==> src/rtl/diff_integrator.sv <==
// diff_integrator: rebuilds saturated signed samples from first differences through a two-stage valid/ready pipeline.
module diff_integrator #(
  parameter int DW = 8,
  parameter int FRAME_LEN = 256
) (
  input  logic                 clk,
  input  logic                 rst,
  input  logic                 in_valid,
  output logic                 in_ready,
  input  logic signed [DW:0]   in_delta,
  input  logic                 in_first,
  output logic                 out_valid,
  input  logic                 out_ready,
  output logic signed [DW-1:0] out_sample,
  output logic                 out_last,
  output logic                 sat_flag,
  input  logic                 sat_clr
);
  localparam logic signed [DW+1:0] MAXV = (DW+2)'((2 ** (DW-1)) - 1);
  localparam logic signed [DW+1:0] MINV = (DW+2)'(-(2 ** (DW-1)));
  logic                 s1_valid_q, s1_valid_d, s1_first_q, s1_first_d;
  logic signed [DW:0]   s1_delta_q, s1_delta_d;
  logic                 out_valid_q, out_valid_d, out_last_q, out_last_d;
  logic signed [DW-1:0] out_sample_q, out_sample_d, acc_q, acc_d;
  logic [15:0]          fcnt_q, fcnt_d, fcnt_next;
  logic                 sat_q, sat_d;
  logic                 adv, load, take, clip_hi, clip_lo, hit_last;
  logic signed [DW+1:0] d_ext, a_ext, sum;
  logic signed [DW-1:0] clipped;
  assign adv        = !out_valid_q || out_ready;
  assign in_ready   = !s1_valid_q || adv;
  assign take       = in_valid && in_ready;
  assign load       = s1_valid_q && adv;
  assign out_valid  = out_valid_q;
  assign out_sample = out_sample_q;
  assign out_last   = out_last_q;
  assign sat_flag   = sat_q;
  // A seed beat bypasses the accumulator so it is clipped as an absolute value.
  always_comb begin
    d_ext      = (DW+2)'(s1_delta_q);
    a_ext      = (DW+2)'(acc_q);
    sum        = s1_first_q ? d_ext : a_ext + d_ext;
    clip_hi    = sum > MAXV;
    clip_lo    = sum < MINV;
    clipped    = clip_hi ? MAXV[DW-1:0] : clip_lo ? MINV[DW-1:0] : sum[DW-1:0];
    fcnt_next  = s1_first_q ? 16'd1 : fcnt_q + 16'd1;
    hit_last   = fcnt_next == 16'(FRAME_LEN);
    s1_valid_d = take ? 1'b1 : load ? 1'b0 : s1_valid_q;
    s1_delta_d = take ? in_delta : s1_delta_q;
    s1_first_d = take ? in_first : s1_first_q;
    out_valid_d  = load ? 1'b1 : out_ready ? 1'b0 : out_valid_q;
    out_sample_d = load ? clipped : out_sample_q;
    out_last_d   = load ? hit_last : out_last_q;
    acc_d        = load ? clipped : acc_q;
    fcnt_d       = load ? (hit_last ? 16'd0 : fcnt_next) : fcnt_q;
    sat_d        = (load && (clip_hi || clip_lo)) ? 1'b1 : sat_clr ? 1'b0 : sat_q;
  end
  always_ff @(posedge clk or posedge rst) begin
    if (rst) begin
      s1_valid_q   <= 1'b0;
      s1_delta_q   <= '0;
      s1_first_q   <= 1'b0;
      out_valid_q  <= 1'b0;
      out_sample_q <= '0;
      out_last_q   <= 1'b0;
      acc_q        <= '0;
      fcnt_q       <= '0;
      sat_q        <= 1'b0;
    end else begin
      s1_valid_q   <= s1_valid_d;
      s1_delta_q   <= s1_delta_d;
      s1_first_q   <= s1_first_d;
      out_valid_q  <= out_valid_d;
      out_sample_q <= out_sample_d;
      out_last_q   <= out_last_d;
      acc_q        <= acc_d;
      fcnt_q       <= fcnt_d;
      sat_q        <= sat_d;
    end
  end
endmodule
==> config.mk <==
export PLATFORM = sky130hd
export DESIGN_NAME = diff_integrator
export DESIGN_NICKNAME = d
export VERILOG_FILES = /design/src/rtl/diff_integrator.sv
export SDC_FILE = /design/constraint.sdc
export NUM_CORES = 1
export LEC_CHECK = 0
export ABC_AREA = 1
export CAP_MARGIN = 20
export CORE_MARGIN = 2
export CORE_UTILIZATION = 50
export DETAILED_ROUTE_END_ITERATION = 10
export HOLD_SLACK_MARGIN = 0.03
export PLACE_DENSITY = 0.75
export SLEW_MARGIN = 5
export SYNTH_ARGS = -nofsm -noshare
export SYNTH_HDL_FRONTEND = slang
export SYNTH_SLANG_ARGS = --single-unit
==> constraint.sdc <==
create_clock -name clk -period 1.9 [get_ports clk]
set_input_delay 0.38 -clock clk [delete_from_list [all_inputs] [get_ports clk]]
set_output_delay 0.38 -clock clk [all_outputs]
set_load 0.1 [all_outputs]
==> impl_metrics.yaml <==
outcome:
  outcome: "finished with violations"
  violations: "negative setup slack"
detailed_routing:
  drt-vias-per-instance: 5.217
  drt_iter0_drc: 175
  finalWirelength_mm: 6.454
  drcViolationCount: 0
  routedWlPerCell_microns: 13.23
  final_antenna_net_count: 0
  via_count: 2546
  first_pass_iters: 4
pwr:
  p_leak_nw: 1.707
  p_total_mw: 5.319
  peakVddDrop_v: 0.001315
  power_density_nw_per_um2: 1502
setup_path:
  critPathCaptureType: "flip-flop"
  required_ns: 2.12
  crit_top_cell: "nand2_2"
  cpMaxStageDelayCell: "dfrtp_4"
  critPathKind: "reg -> reg"
  path_max_fanout: 8
  crit_chain: "ha_4 -> fa_2 -> nand2_2 -> nand2_2 -> nand3_2 -> nand2_2 -> nand2_2 -> nand3_4 -> nand2_2 -> nand2_2 -> nand2_4 -> nand2_1 -> nand2_1 -> nand2_1 -> nand2_1"
  reg2reg_to: "acc_q[6]"
  arrival_ns: 2.29
  worst_setup_path_start_kind: "flip-flop"
  r2r_cells: 15
  cpPeakStageDelay_ns: 0.49
  ff2ff_setup_slack_ns: -0.17
  r2r_start: "acc_q[0]"
placement:
  portBuffers: 26
  dpl.hpwl_mm: 4.452
  routabilityCongestion: 0.9717
  dp_slack_ns: -0.1331
floorplanning:
  die_height_microns: 76.44
  core_sq_um: 5075
  dieArea_sq_um: 5843
  initial_core_util: 0.5170
  pin_count: 27
  num_rows: 26
  die_x_microns: 76.44
synthesis:
  ys_seq_area_frac: 0.3624
  synth.area.top_cells: "dfrtp_1 (36%), nand2_1 (20%), nand3_1 (5.7%)"
  synth_cells: 367
  syn_nets: 393
  syn_area_sq_um: 2624
  synthXorXnorAreaFrac: 0.01335
  synth-simple-area-share: 0.3872
  ys_seq_elements: 38
  yosysTopAreaCell: "dfrtp_1"
  synthArstFlopShare: 1.000
  ys_warn_count: 0
  synth_fa_ha_area_frac: 0.05532
  avgSynthCellArea_sq_um: 7.149
  synth_compound_area_frac: 0.06915
  synth_edf_count: 0
  synth_mux_area_frac: 0.03863
  synth_ff_type: "dfrtp_1"
  synth_top_area_share: 0.3624
  synth_top_family_by_area: "simple AND/OR/NAND/NOR gates"
  synth.distinct_cells: 32
final_layout:
  drive_gt1_frac: 0.2727
  final_common_cell: "nand2_1"
  final_cell_mix: "nand2_1 (134), inv_1 (35), dfrtp_1 (29), buf_4 (26), nand3_1 (24)"
  postLayoutCoreUtil: 0.6980
  diodes: 0
  synthToLayoutAreaGrowth_pct: 35.00
  fin_nets: 443
global_routing:
  grt_max_degree: 39
  grt_util_all_layers: 0.2360
  grt_pass1_vias: 2517
  antenna_found_initial: 0
  overflow: 0
  grt_pass1_wl_mm: 11.22
job:
  cap_violations: 0
clocking:
  cts.sinks: 38
  cts_tree: "built"
  insertion_delay_ns: 0.30
  htree_levels: 2
  cts_root_buf: "clkbuf_8"
  cts_buffers: 5
  path_clk_slew_ns: 0.09
  cts.path.max_buffers: 2
sta:
  setup_viol: 8
  relSlewSlack: 0.6658
  slew_viol_final: 0
  fin_skew_ns: 0.01627
  hold_slack_ns: 0.4952
  fin_crit_ns: 2.067
  timing.final.ws_setup_ns: -0.1668
  period_share: 1.088
  clock.fmax_ghz: 0.4838
  worst_slew_pin_slew_ns: 0.5013
  rsz0062_at_grt: "yes"
  hold_viol_final: 0
hold_path:
  hp-class: "in -> async"
-- how the worst max path moves through the flow --
stage          cells after the start     start        to
2_1_floorplan                     14  acc_q[0]  sat_flag
3_3_place_gp                      14  acc_q[0]  sat_flag
3_5_place_dp                      15  acc_q[0]  acc_q[1]
4_1_cts                           15  acc_q[0]  acc_q[1]
5_1_grt                           15  acc_q[0]  acc_q[6]
6_report                          15  acc_q[0]  acc_q[6]
-- power by group --
part	total [mW]	switching, mW	internal, mW	leakage, nW
clock	0.868	0.307	0.560	0.0714
combinational	3.29	2.02	1.27	1.16
sequential	1.16	0.170	0.990	0.473
-- cell usage after synthesis (3+ instances only) --
master,number
nand2_1,141
dfrtp_1,38
inv_1,35
nand3_1,30
nor2_1,20
o21ai_0,19
a21oi_1,10
ha_1,10
mux2_2,9
nand2_2,8
nand3_2,5
nand4_1,5
nor2_4,5
clkbuf_1,4
nor2_2,4
xor2_1,3
-- repair_timing --
action                                  CTS  global route
resized for setup                         6            19
hold buffers                              0             0
setup buffers                             0             2
endpoints found under the setup margin    8            10
pin swaps                                 4             7
-- flip-flops by register name (all words and copies together) (netlist names) --
signal and flops:
out_last 1, s1_first_q 1, s1_valid_q 1, acc_q 8, sat_flag 1, fcnt_q 16, s1_delta_q 9, out_valid 1
-- worst max-delay path, delay by kind of cell (launching register included) --
family,cells,cell delay (ns)
AND/OR/NAND/NOR,13,0.99
flip-flops,1,0.49
adder cells (fa/ha/maj),2,0.51
-- through the flow --
stage	setup TNS, ns	cells	instance area (sq um)
floorplan	-1.161	367	2668
global placement	-0.5034	478	3264
detailed placement	-0.9311	478	3264
CTS	-0.6763	486	3432
global route	-2.157	488	3542
finish	-1.199	488	3542
-- final cells by class --
class,instances,area [sq um]
timing repair buffer,52,575.6
tap,70,87.58
inverter,38,142.6
sequential,38,967.2
multi-input combinational,282,1627
fill,404,1533
clock inverter,2,60.06
clock buffer,6,82.58
-- metal layers --
layer  global-route usage  up-vias  part of all wire
met5                    0        -                 0
met4              0.08364        0            0.0096
met3              0.04265        7             0.036
met2               0.4204       60              0.50
met1               0.2848     1206              0.45
li1                     -     1273                 -
-- kinds of logic after synthesis --
kind of cell,Yosys count
AO/OA/AOI/OAI,34
XOR/XNOR,4
adder cells (fa/ha/maj),11
buffers and inverters,47
flip-flops,38
multiplexers,9
AND/OR/NAND/NOR,224
Note: power is estimated with default switching activity, not from simulation.
